$ cat src/rtl/iir_decim_out_pkg.sv
// Helpers shared by the iir_* stages: constant clog2 and a signed saturating clamp.
package iir_decim_out_pkg;

  function automatic int clog2(input int v);
    int r;
    r = 0;
    while ((1 << r) < v) r++;
    return r;
  endfunction

  // Clamp a sign-extended 64-bit value into the range of an ow-bit signed word.
  function automatic logic signed [63:0] sat_s(input logic signed [63:0] v, input int ow);
    logic signed [63:0] hi, lo;
    hi = (64'sd1 <<< (ow - 1)) - 64'sd1;
    lo = -(64'sd1 <<< (ow - 1));
    if (v > hi) return hi;
    if (v < lo) return lo;
    return v;
  endfunction

endpackage

$ cat src/rtl/iir_decim_out_fifo.sv
// First-word-fall-through FIFO; the head word is held in a register so it
// stays put when the FIFO drains empty.
module sync_fifo_fwft
  import iir_decim_out_pkg::*;
#(
  parameter int WIDTH = 16,
  parameter int DEPTH = 4
) (
  input  logic                     clk,
  input  logic                     rst,
  input  logic                     push,
  input  logic                     pop,
  input  logic [WIDTH-1:0]         din,
  output logic [WIDTH-1:0]         dout,
  output logic                     full,
  output logic                     empty,
  output logic [clog2(DEPTH):0]    level
);
  localparam int AW = clog2(DEPTH);

  logic [WIDTH-1:0] mem [DEPTH];
  logic [AW-1:0]    wr_ptr, rd_ptr, rd_ptr_n;
  logic [AW:0]      cnt, cnt_n;
  logic             do_push, do_pop;

  assign full     = (cnt == (AW+1)'(DEPTH));
  assign empty    = (cnt == '0);
  assign level    = cnt;
  assign do_pop   = pop && !empty;
  assign do_push  = push && (!full || do_pop);
  assign rd_ptr_n = do_pop ? rd_ptr + 1'b1 : rd_ptr;
  assign cnt_n    = cnt + (AW+1)'(do_push) - (AW+1)'(do_pop);

  always_ff @(posedge clk) begin
    if (do_push) mem[wr_ptr] <= din;
  end

  always_ff @(posedge clk) begin
    if (rst) begin
      wr_ptr <= '0;
      rd_ptr <= '0;
      cnt    <= '0;
      dout   <= '0;
    end else begin
      if (do_push) wr_ptr <= wr_ptr + 1'b1;
      rd_ptr <= rd_ptr_n;
      cnt    <= cnt_n;
      // New head is the incoming word only when it lands in the slot we now point at.
      if (cnt_n != '0)
        dout <= (do_push && rd_ptr_n == wr_ptr) ? din : mem[rd_ptr_n];
    end
  end
endmodule

$ cat src/rtl/iir_decim_out.sv
// Decimating output stage: accumulate-and-dump average of 2^LOG2_R samples,
// saturate to OUT_WIDTH, buffer in a FWFT FIFO behind a valid/ready port.
module iir_decim_out
  import iir_decim_out_pkg::*;
#(
  parameter int BITWIDTH   = 32,
  parameter int OUT_WIDTH  = 16,
  parameter int LOG2_R     = 2,
  parameter int FIFO_DEPTH = 4
) (
  input  logic                               clk,
  input  logic                               rst,
  input  logic signed [BITWIDTH-1:0]         x,
  input  logic                               in_valid,
  output logic signed [OUT_WIDTH-1:0]        out_data,
  output logic                               out_valid,
  input  logic                               out_ready,
  output logic [clog2(FIFO_DEPTH):0]         level,
  output logic                               sat_flag,
  output logic                               ovf_flag,
  input  logic                               clr_flags
);
  localparam int R  = 1 << LOG2_R;
  localparam int AW = BITWIDTH + LOG2_R;
  localparam int CW = (LOG2_R > 0) ? LOG2_R : 1;

  logic signed [AW-1:0] acc, sum, stage;
  logic [CW-1:0]        cnt;
  logic                 stage_valid, last;
  logic signed [63:0]   wide, clamped;
  logic                 clamp, full, empty, ovf_evt;

  assign last = (cnt == CW'(R - 1));
  assign sum  = acc + AW'(x);

  always_ff @(posedge clk) begin
    if (rst) begin
      acc         <= '0;
      cnt         <= '0;
      stage       <= '0;
      stage_valid <= 1'b0;
    end else begin
      stage_valid <= 1'b0;
      if (in_valid) begin
        if (last) begin
          acc         <= '0;
          cnt         <= '0;
          stage       <= sum >>> LOG2_R;
          stage_valid <= 1'b1;
        end else begin
          acc <= sum;
          cnt <= cnt + 1'b1;
        end
      end
    end
  end

  assign wide    = 64'(stage);
  assign clamped = sat_s(wide, OUT_WIDTH);
  assign clamp   = (clamped != wide);
  // A full FIFO still accepts the word if the consumer frees a slot this edge.
  assign ovf_evt = stage_valid && full && !(out_ready && !empty);

  always_ff @(posedge clk) begin
    if (rst) begin
      sat_flag <= 1'b0;
      ovf_flag <= 1'b0;
    end else begin
      sat_flag <= (stage_valid && clamp) || (sat_flag && !clr_flags);
      ovf_flag <= ovf_evt || (ovf_flag && !clr_flags);
    end
  end

  sync_fifo_fwft #(.WIDTH(OUT_WIDTH), .DEPTH(FIFO_DEPTH)) u_fifo (
    .clk   (clk),
    .rst   (rst),
    .push  (stage_valid),
    .pop   (out_ready),
    .din   (clamped[OUT_WIDTH-1:0]),
    .dout  (out_data),
    .full  (full),
    .empty (empty),
    .level (level)
  );

  assign out_valid = !empty;
endmodule

$ cat config.mk
export PLATFORM = sky130hd
export DESIGN_NAME = iir_decim_out
export DESIGN_NICKNAME = d
export VERILOG_FILES = /design/src/rtl/iir_decim_out_pkg.sv /design/src/rtl/iir_decim_out_fifo.sv /design/src/rtl/iir_decim_out.sv
export SDC_FILE = /design/constraint.sdc
export NUM_CORES = 1
export LEC_CHECK = 0
export CAP_MARGIN = 15
export CORE_ASPECT_RATIO = 2
export CORE_MARGIN = 2
export CORE_UTILIZATION = 30
export DETAILED_ROUTE_END_ITERATION = 6
export HOLD_SLACK_MARGIN = 0.15
export MAX_ROUTING_LAYER = met4
export PLACE_DENSITY_LB_ADDON = 0.1
export REMOVE_ABC_BUFFERS = 1
export SLEW_MARGIN = 15
export SYNTH_ARGS = -nofsm -noshare
export SYNTH_HDL_FRONTEND = slang
export SYNTH_SLANG_ARGS = --single-unit
$ cat constraint.sdc
create_clock -name clk -period 4.2 [get_ports clk]
set_input_delay 0.63 -clock clk [delete_from_list [all_inputs] [get_ports clk]]
set_output_delay 0.63 -clock clk [all_outputs]
set_load 0.05 [all_outputs]
# After elaboration in Yosys (flattened, before gate mapping)
# Memories as Yosys holds them, arrays and structs flattened. A register that Yosys moved wholly into a read port is not among the register bits.
# Cells that the tools add are included.
# word_totals
regBits,78
ram_bits,64
in_bits,37
out_inout_bits,22
word_cells,53
mem_count,1
# classes
n_addsub,6
magnitude_cmp,2
n_eq_ne,3
muxes,13
n_bitwise,1
n_reduce_logical,18
# mem_list
memory,depth,word_bits,rd,rd_ports_with_merged_regs,write_ports,line_no,source
u_fifo.mem,4,16,1,1,1,iir_decim_out_fifo.sv:21,logic [WIDTH-1:0] mem [DEPTH];
# ops
op,count
$mux W64,4
$ne A64 B32 Y1,1
$add A34 B32 Y34,1
$mux W34,1
$gt A32 B16 Y1 const B,1
$lt A32 B16 Y1 const B,1
$logic_and A1 B1 Y1,7
$add A2 B1 Y2 const B,3
$mux W1,6
$logic_not A1 Y1,4
$mux W2,2
$add A3 B1 Y3,1
$eq A3 B3 Y1 const B,1
$logic_not A3 Y1,1
$logic_or A1 B1 Y1,3
$reduce_bool A3 Y1,1
$sub A3 B1 Y3,1
$eq A2 B2 Y1 const B,1
$reduce_and A2 Y1,1
$reduce_or A2 Y1,1
$not A1 Y1,1

# Depth between registers and ports, before layout
# depth
ltp_word,8
mapped_depth,14
mapped_depth_nobuf,12

# Cells and area by module
# Synthesis repeated with hierarchy kept, for this count alone.
# hier_totals
hier_cells,939
area_unflattened_um2,8780.9
# by_module_without_submodules
module,n_inst,cells_each,area_each_um2,seq_area_each_um2
iir_decim_out,1,604,4704.5,1421.4
sync_fifo_fwft,1,335,4076.4,2382.3

# Least setup slack after synthesis
# OpenSTA, ideal clock, no wires.
# synth_path
kind,register to register
startpoint,register u_fifo.cnt[1] (netlist: u_fifo.level[1])
endpoint,"register u_fifo.dout[10], read port of u_fifo.mem"
t_arrival_ns,3.274
t_required_ns,4.140
slack_ns,0.866
stages_incl_launch_ff,14
synth_period_minus_slack_ns,3.334
path_cell_list,dfxtp_1 > nor4b_1 > nor2b_1 > clkbuf_1 > ha_1 > inv_1 > fa_1 > xor2_1 > xnor2_1 > and3b_1 > nor3_2 > buf_2 > a22oi_2 > nand2_1
# synth_between
elab_chain_cells,8
elab_cells_between_ends,11
cone_classes,add/sub: 2; eq/ne: 1; mux: 1; reduce/logical: 7
# synth_rtl
element,line_no,source
"start, declared",iir_decim_out_fifo.sv:23,"logic [AW:0] cnt, cnt_n;"
"start signal, assigned",iir_decim_out_fifo.sv:47,cnt <= cnt_n;
$logic_not A3 Y1,iir_decim_out_fifo.sv:27,assign empty = (cnt == '0);
$logic_not A1 Y1,iir_decim_out_fifo.sv:29,assign do_pop = pop && !empty;
$logic_and A1 B1 Y1,iir_decim_out_fifo.sv:29,
$logic_or A1 B1 Y1 (*),iir_decim_out_fifo.sv:30,assign do_push = push && (!full || do_pop);
$logic_and A1 B1 Y1 (*),iir_decim_out_fifo.sv:30,
via u_fifo.do_push,iir_decim_out_fifo.sv:24,"logic do_push, do_pop;"
$add A3 B1 Y3 (*),iir_decim_out_fifo.sv:32,assign cnt_n = cnt + (AW+1)'(do_push) - (AW+1)'(do_pop);
$sub A3 B1 Y3 (*),iir_decim_out_fifo.sv:32,
$reduce_bool A3 Y1 (*),iir_decim_out_fifo.sv:49,if (cnt_n != '0)
"end, declared",iir_decim_out_fifo.sv:14,"output logic [WIDTH-1:0] dout,"
# Mark *: on every way through the listed nets, which the timed path passes. The rest lies on a longest branch.
# A chain may end at the register's enable or synchronous reset.

# Worst setup path after layout
# layout_path
startpoint,input out_ready
endpoint,"register u_fifo.dout[15], read port of u_fifo.mem"
# layout_between
elab_chain_cells,6
elab_cells_between_ends,7
cone_classes,add/sub: 2; mux: 1; reduce/logical: 4
# layout_rtl
element,line_no,source
"start, declared",iir_decim_out.sv:17,"input logic out_ready,"
$logic_and A1 B1 Y1 (*),iir_decim_out_fifo.sv:29,
$logic_or A1 B1 Y1,iir_decim_out_fifo.sv:30,
$logic_and A1 B1 Y1,iir_decim_out_fifo.sv:30,
$add A3 B1 Y3,iir_decim_out_fifo.sv:32,
$sub A3 B1 Y3,iir_decim_out_fifo.sv:32,
$reduce_bool A3 Y1,iir_decim_out_fifo.sv:49,
# Every way passes the cells marked *; elsewhere a longest branch is shown, timed or not.

==> run metrics <==
Worst IR Drop VDD=271.2 µV; WL/cell=19.75 µm; M3 GR Usage=0.02927; CP Max Fanout=16; Hold Crit Class=primary input to flip-flop; Fmax achieved=0.2865 GHz; slowest stage delay, CP=0.76 ns; RSZ-0062 raised after global routing=no; top-area cell type share of the netlist area=0.2350; power density cells=580.9 nW/µm²; H-tree Lvls=4; setup TNS=0 ns; vias per inst=5.160; switching share of power=0.3643; via count=6331; post-synthesis sequential area ratio=0.4650; Nets=946; initial antenna violation count=0; Seq pwr share=0.341; Clock transition at path regs=0.06 ns; critical path type=primary input to flip-flop; Area contributors post-synth=edfxtp_1 23%, dfxtp_1 23%, ha_1 6.3%; largest net degree at the start of global routing=28; met2 Usage GRT=0.3479; leakage power=0.003675 µW; final setup violation count=0; # DRC=0; slowest cell on the critical path=nor3b_4; Die Wd=120.8 µm; Setup crit end kind=flip-flop; DR pass1 iterations=4; layout cells sized above 1=0.09101; measured slew at the worst slew-check pin=1.037 ns; root buf cell=clkbuf_16; Final min period=3.490 ns; hold buffers post-CTS=0; grt met1 use=0.1666; Post-Synthesis Cells=808; drt total wl=24.24 mm; Seq cells post-synth=158; clock sink count=158; CP Launch Type=primary input; Combinational Power Share=0.368; first-pass GRT wire length=37.89 mm; # IOs=59; antenna cells=0; Core Footprint=26910 µm²; max cap viols=0; postcts setup bufs=0; clock tree buffer depth=2; TritonCTS clock tree=done; Routed Antenna Nets=0; Post-synth top cells=106 x nand2_1, 94 x dfxtp_1, 64 x edfxtp_1; EDFF count, synth=64; Cell Rows=85; Primary FF master, synth=dfxtp_1; Worst EP arrival=3.87 ns; count leader, synth=nand2_1; Final Cycle Share=0.8309; Resized cells post-CTS=0; Worst-Skew Late Latency=0.44 ns; Placement Setup Slack=0.1683 ns; DRT iter0 DRCs=344; number of global-route vias before repair=6615; Critical Path RT=4.58 ns; CP Cell Sequence=clkdlybuf4s50_1 > o31a_4 > ha_1 > inv_1 > ha_1 > inv_1 > fa_1 > xor2_1 > xnor2_1 > and3b_1 > nor3b_4 > a22oi_1 > nand2_1; total CTS buffers=17; die area=28680 µm²; Final Max Tran Viols=0; clock group share of total power=0.291; internal power=3617 µW; PortBufs=58; Slew headroom=0.3077; fin worst setup slack=0.7101 ns; Initial Utilization=0.3040; synthesized cell area=8179 µm²; status=finished, final reports clean; Placer Congestion=0.9245; most used routing layer=met2; die height=237.5 µm; Final Hold Fails=0; final core occ=0.3641; switching power total=2073 µW; DP Wirelength=18.81 mm; Synth cell types=75; post-synth top area cell=edfxtp_1; area delta synth->final=19.76%; Total GRT Usage=0.1821; Yosys warnings=0; ys async rst share=0; gr ovfl total=0; Synth Area per Inst=10.12 µm²; skew final=0.01176 ns
[cell type report]
type                    count  area [µm²]
clock inverters            15       195.2
clock buffers              17       425.4
repair buffers             72       680.7
well taps                 348       435.4
inverters                  36       135.1
multi-input cells         581        4120
fillers                  2744       17110
flip-flops and latches    158        3804
[registers in the layout, indices dropped and copies added (netlist names), 2 cells and up]
signal and cells:
u_fifo.dout 16, u_fifo.mem 64, acc 34, u_fifo.rd_ptr 2
stage 32, u_fifo.level 3, cnt 2, u_fifo.wr_ptr 2
[critical path: cells and delay by family]
family / cells / cell delay [ns]
simple gates: 3 / 1.10
compound gates: 2 / 0.43
fa+ha+maj: 3 / 0.71
xor+xnor: 2 / 0.31
buf+inv: 3 / 0.68
[cells in the final DEF (no fill, tap or decap), types with 17 or more instances in the layout]
cell             count
o21ai_0             53
dfxtp_1             94
inv_1               35
nand2_1            106
nor2_1              44
ha_1                41
clkbuf_16           17
clkdlybuf4s50_1     57
edfxtp_1            64
nand3_1             24
a21oi_1             52
a21o_1              22
[power groups by stage]
stage	logic (µW)	clock network (µW)	registers, µW
after CTS	2140	1690	1940
final	2100	1650	1940
after global placement	2140	0	1980
after detailed placement	2130	0	1980
after global routing	2320	1750	1960
after floorplan	1280	0	2170
[through the flow]
| stage | instance area [µm²] | hold slack, ns | total power, µW | instances |
|---|---|---|---|---|
| 3_3_place_gp | 9175 | 0.4282 | 4113 | 1195 |
| 3_5_place_dp | 9175 | 0.4333 | 4111 | 1195 |
| 4_1_cts | 9796 | 0.3956 | 5781 | 1227 |
| 5_1_grt | 9796 | 0.4091 | 6020 | 1227 |
| 2_1_floorplan | 8045 | 0.4291 | 3451 | 775 |
| 6_report | 9796 | 0.4163 | 5690 | 1227 |
[worst paths after layout]
check	from	endpoint	slack [ns]	depth (start not counted)
hold / removal	rst	cnt[0]$_SDFFE_PP0P_	0.42	2
setup / recovery	out_ready	u_fifo.dout[15]$_SDFFE_PP0P_	0.71	13
setup reg to reg	u_fifo.level[2]$_SDFF_PP0_	u_fifo.dout[15]$_SDFFE_PP0P_	0.85	12
hold reg to reg	u_fifo.dout[11]$_SDFFE_PP0P_	u_fifo.dout[11]$_SDFFE_PP0P_	0.44	2
[per-layer routing]
metal,routed length (µm),vias up
met2,14020,108
met5,0,-
met3,471,51
met1,8440,3036
li1,-,3136
met4,1304,0
[kinds of logic after synthesis]
logic type               share of synthesized area
AND/OR/NAND/NOR                             0.1452
flip-flops                                  0.4650
AO/OA/AOI/OAI                               0.2038
buffers and inverters                      0.03289
multiplexers                               0.05094
XOR/XNOR                                   0.03457
adder cells (fa/ha/maj)                    0.06762
Note: power is estimated with default switching activity, not from simulation.
==> RTL edit 1 (config.mk and constraints unchanged) <==
The parameter `OUT_WIDTH` goes from 16 to 20.
--- a/src/rtl/iir_decim_out.sv
+++ b/src/rtl/iir_decim_out.sv
@@ -5,5 +5,5 @@
 #(
   parameter int BITWIDTH   = 32,
-  parameter int OUT_WIDTH  = 16,
+  parameter int OUT_WIDTH  = 20,
   parameter int LOG2_R     = 2,
   parameter int FIFO_DEPTH = 4
Ports: changed (resized out_data); port bits go from 59 to 63. The function was not compared with the original's and may differ.
==> RTL edit 1 against the unedited design <==
Power grew 8.0%. Synthesized area grew 9.6%. First-iteration DRC count shrank 27%. Design area grew 8.1%. Wire length shrank 3.2%. Register-to-register slack gained 0.34 ns. Worst setup slack gained 0.17 ns. Clock power shrank 2%. Sequential cell count grew 20.
==> RTL edit 1: results (changes against the unedited design) <==
| Metric | Value |
|---|---|
| Reg2reg end | acc[24] (was u_fifo.dout[15]) |
| Top cells by count, synth | dfxtp_1 (98), nand2_1 (83), edfxtp_1 (80) (was nand2_1 (106), dfxtp_1 (94), edfxtp_1 (64)) |
| Hold Crit Start | acc[26] (was rst) |
| Met3 Wirelength | 558 um (was 471 um) |
| Mapped Cells | 869 (was 808) |
| Dpl ws | 0.358 ns (was 0.168 ns) |
| Multiplexer area fraction after synthesis | 7.93% (was 5.09%) |
| Buffers added on ports | 62 (was 58) |
| Hold slack | 0.462 ns (was 0.416 ns) |
| Worst Hold End | acc[26] (was cnt[0]) |
| Met1 GRT Util | 15.5% (was 16.7%) |
| Post-placement cell count | 1,267 (was 1,195) |
| Number of flops mapped to enable cells by yosys | 80 (was 64) |
| Via Count | 6,472 (was 6,331) |
| Global-route wire length before repair | 37.4 mm (was 37.9 mm) |
| Max VDD drop | 0.245 mV (was 0.271 mV) |
| Area post-placement | 10000 sq um (was 9180 sq um) |
| NumNets Final | 1,002 (was 946) |
| Worst Setup SP | x[0] (was out_ready) |
| Met2 capacity usage during global routing | 30.7% (was 34.8%) |
| Met3 GRT Util | 2.97% (was 2.93%) |
| Vias in the first global route | 6,725 (was 6,615) |
| Share of cells above drive strength 1 | 9.20% (was 9.10%) |
| Crit path max-delay family | compound AO/OA/AOI/OAI gates (was simple AND/OR/NAND/NOR gates) |
| Met1 WL | 8.85 mm (was 8.44 mm) |
| Placer congestion estimate | 0.826 (was 0.925) |
| Largest regs | u_fifo.mem (80), acc (34), stage (32) (was u_fifo.mem (64), acc (34), stage (32)) |
| Synth Area in XOR/XNOR | 4.03% (was 3.46%) |
| Dominant cells by area after synthesis | edfxtp_1 (27%), dfxtp_1 (22%), ha_1 (5.7%) (was edfxtp_1 (23%), dfxtp_1 (23%), ha_1 (6.3%)) |
| Largest net degree at the start of global routing | 48 (was 28) |
| Tot Pwr | 6.15 mW (was 5.69 mW) |
| Leakage Power | 4.07 nW (was 3.68 nW) |
| Crit path arrival time | 3.63 ns (was 3.87 ns) |
| Dpl hpwl | 17.6 mm (was 18.8 mm) |
| Status | finished clean (unchanged) |
| Total GRT Usage | 15.9% (was 18.2%) |
| DRT iter0 DRCs | 252 (was 344) |
| Reg2reg path depth | 11 (was 12) |
| Crit Path Max Fanout | 3 (was 16) |
| Clock Skews | 0.0138 ns (was 0.0118 ns) |
## RTL edit 1: cell types whose count changed after synthesis, moves of 16 or more
cell and change:
a21oi_1 +18, nand2_1 -23, nor2_1 +27, mux2i_1 +23, a211oi_1 +17, edfxtp_1 +16
nor2b_1 +16
## RTL edit 1: worst register-to-register path: stages (launching register included)
cell and delay (ns):
dfxtp_1 0.33, ha_1 0.19, inv_1 0.07, fa_1 0.40, nor2b_1 0.18, o2111ai_1 0.20
a32oi_1 0.44, a211oi_1 0.23, o31ai_1 0.43, a21o_1 0.19, xnor2_1 0.13, o21ai_0 0.09
## RTL edit 1: cell type report
class                           count  area (sq um)
Fill cell                        2933         18900
Sequential cell                   178          4360
Multi-Input combinational cell    601          4260
Timing Repair Buffer               81           758
Tap cell                          364           455
Clock buffer                       17           425
Clock inverter                     15           168
Inverter                           43           161
==> RTL edit 2 (same flow settings) <==
Made on the original files. Register the output `level`, cleared by the reset; this adds one clock of latency there. The other outputs are not delayed to match.
--- a/src/rtl/iir_decim_out.sv
+++ b/src/rtl/iir_decim_out.sv
@@ -24,4 +24,6 @@
   localparam int AW = BITWIDTH + LOG2_R;
   localparam int CW = (LOG2_R > 0) ? LOG2_R : 1;
+
+  logic [clog2(FIFO_DEPTH):0] level_d;
 
   logic signed [AW-1:0] acc, sum, stage;
@@ -81,8 +83,16 @@
     .full  (full),
     .empty (empty),
-    .level (level)
+    .level (level_d)
   );
 
   assign out_valid = !empty;
+  always_ff @(posedge clk) begin
+    if (rst) begin
+      level <= '0;
+    end else begin
+      level <= level_d;
+    end
+  end
+
 endmodule
 
Formal check against the unedited RTL: not equivalent (Yosys sat finds a counterexample within 10 cycles, from zero or initial values and one cycle with rst high).
==> RTL edit 2 against the unedited design <==
Wire length shrank 13%. Worst setup slack got worse by 0.067 ns. Synthesized area decreased by 0.40%. Power down 6.8%. Count of clock-buffer cells in the layout up 1. Design area shrank 1.6%. Sequential cell count rose by 3. Largest power group is now sequential cells. Highest routed layer unchanged.
==> RTL edit 2: results (changes against the unedited design) <==
| Metric | Value |
|---|---|
| Clock Skews | 0.0104 ns (was 0.0118 ns) |
| Top cells by count, synth | dfxtp_1 (97), nand2_1 (86), a21oi_1 (65) (was nand2_1 (106), dfxtp_1 (94), edfxtp_1 (64)) |
| Worst slew pin tran | 0.903 ns (was 1.04 ns) |
| DRT iter0 DRCs | 254 (was 344) |
| Hold Crit Start | u_fifo.dout[13] (was rst) |
| Vias in the first global route | 6,424 (was 6,615) |
| Yosys cell types | 67 (was 75) |
| CTS Hold Bufs | 0 (unchanged) |
| Largest net degree at the start of global routing | 63 (was 28) |
| Finished Layout Cells | 1,212 (was 1,227) |
| Inserted Clock Buffers | 17 (unchanged) |
| Reg2reg start | acc[0] (was u_fifo.level[2]) |
| Setup repair bufs after CTS | 0 (unchanged) |
| Largest regs | u_fifo.mem (64), acc (34), stage (32) (unchanged) |
| Vias per cell | 5.00 (was 5.16) |
| Leakage Power | 3.59 nW (was 3.68 nW) |
| Max VDD drop | 0.196 mV (was 0.271 mV) |
| Reg2reg path depth | 13 (was 12) |
| Reg2reg end | acc[32] (was u_fifo.dout[15]) |
| NumNets Final | 931 (was 946) |
| Status | finished clean (unchanged) |
| H-tree depth | 4 (unchanged) |
| Crit path arrival time | 3.89 ns (was 3.87 ns) |
| Clk root buf | clkbuf_16 (unchanged) |
| Hold path depth | 2 (unchanged) |
| Critical path's largest stage delay | 0.50 ns (was 0.76 ns) |
| Placer congestion estimate | 0.886 (was 0.925) |
| Area post-placement | 9050 sq um (was 9180 sq um) |
| Reg-to-reg slack, setup | 0.95 ns (was 0.85 ns) |
| Clock Path Buffers | 2 (unchanged) |
| Global-route wire length before repair | 34.2 mm (was 37.9 mm) |
| Main synth FF type | dfxtp_1 (unchanged) |
| Sequential-to-total area share from yosys stat | 47.4% (was 46.5%) |
| Worst Hold End | u_fifo.dout[13] (was cnt[0]) |
| Crit Path Max Fanout | 4 (was 16) |
| Crit path max-delay family | compound AO/OA/AOI/OAI gates (was simple AND/OR/NAND/NOR gates) |
| Clock latency on the worst-skew pair | 0.44 ns (about the same) |
| CP max stage cell | nor4_1 (was nor3b_4) |
| Worst Hold Class | reg -> reg (was in -> reg) |
| Total GRT Usage | 16.0% (was 18.2%) |
| Dpl hpwl | 15.4 mm (was 18.8 mm) |
| Synth warnings | 0 (unchanged) |
| Dominant cells by area after synthesis | dfxtp_1 (24%), edfxtp_1 (24%), ha_1 (6.3%) (was edfxtp_1 (23%), dfxtp_1 (23%), ha_1 (6.3%)) |
| Buffers added on ports | 58 (unchanged) |
| Drt pass-1 iters | 4 (unchanged) |
| Hold slack | 0.449 ns (was 0.416 ns) |
| Share of cells above drive strength 1 | 8.33% (was 9.10%) |
| Mapped Cells | 800 (was 808) |
| Net Sw Frac | 35.0% (was 36.4%) |
| Dpl ws | 0.156 ns (was 0.168 ns) |
| Drt wl/cell | 17.3 um (was 19.8 um) |
| Fraction of registers with async set/reset | 0% (unchanged) |
==> RTL edit 2: area by class of cell <==
type	count	area (sq um)
Clock buffer	18	429
Clock inverter	14	159
Fill cell	2788	17200
Inverter	33	124
Multi-Input combinational cell	567	3940
Sequential cell	161	3860
Tap cell	348	435
Timing Repair Buffer	71	686
==> RTL edit 2: layer usage <==
metal	part of all wire [%]	wire [um]	GRT usage, %	up-vias
met2	56	11800	29.6	99
met4	2.9	610	6.38	0
li1	-	-	-	3015
met3	2.8	581	3.32	37
met5	0	0	-	-
met1	38	7960	16.1	2912
==> RTL edit 2: tightest hold or removal path: stages, from the launching register on <==
cell and delay [ns]:
dfxtp_1 0.32, nand2_1 0.04, o21ai_0 0.05
==> RTL edit 2: worst max-delay path by stage <==
stage | to | from | slack (ns)
6_report | acc[32] | x[0] | 0.64
5_1_grt | acc[32] | x[0] | 0.39
4_1_cts | acc[32] | x[0] | 0.63
3_5_place_dp | acc[32] | x[0] | 0.16
3_3_place_gp | acc[32] | x[0] | 0.19
2_1_floorplan | u_fifo.dout[12] | u_fifo.level[0] | 1.14
==> RTL edit 2: kinds of logic after synthesis <==
logic type | synth area share [%]
and+or+nand+nor | 14.9
buffers and inverters | 4.21
AOI/OAI and AO/OA | 15.0
adders and majority gates | 6.79
DFF | 47.4
xor gates and xnor gates | 4.33
muxes | 7.26
==> RTL edit 2: metrics by stage <==
| stage | power [mW] | utilization [%] |
|---|---|---|
| finish | 5.30 | 36.0 |
| global route | 5.63 | 36.0 |
| CTS | 5.40 | 36.0 |
| detailed placement | 3.80 | 33.8 |
| global placement | 3.78 | 33.8 |
| floorplan | 3.22 | - |
==> RTL edit 2: power groups by stage <==
stage	registers, mW	logic (mW)	clock network (mW)
3_5_place_dp	1.92	1.89	0
6_report	1.88	1.85	1.57
5_1_grt	1.90	2.05	1.68
4_1_cts	1.88	1.89	1.62
3_3_place_gp	1.91	1.87	0
2_1_floorplan	2.09	1.13	0
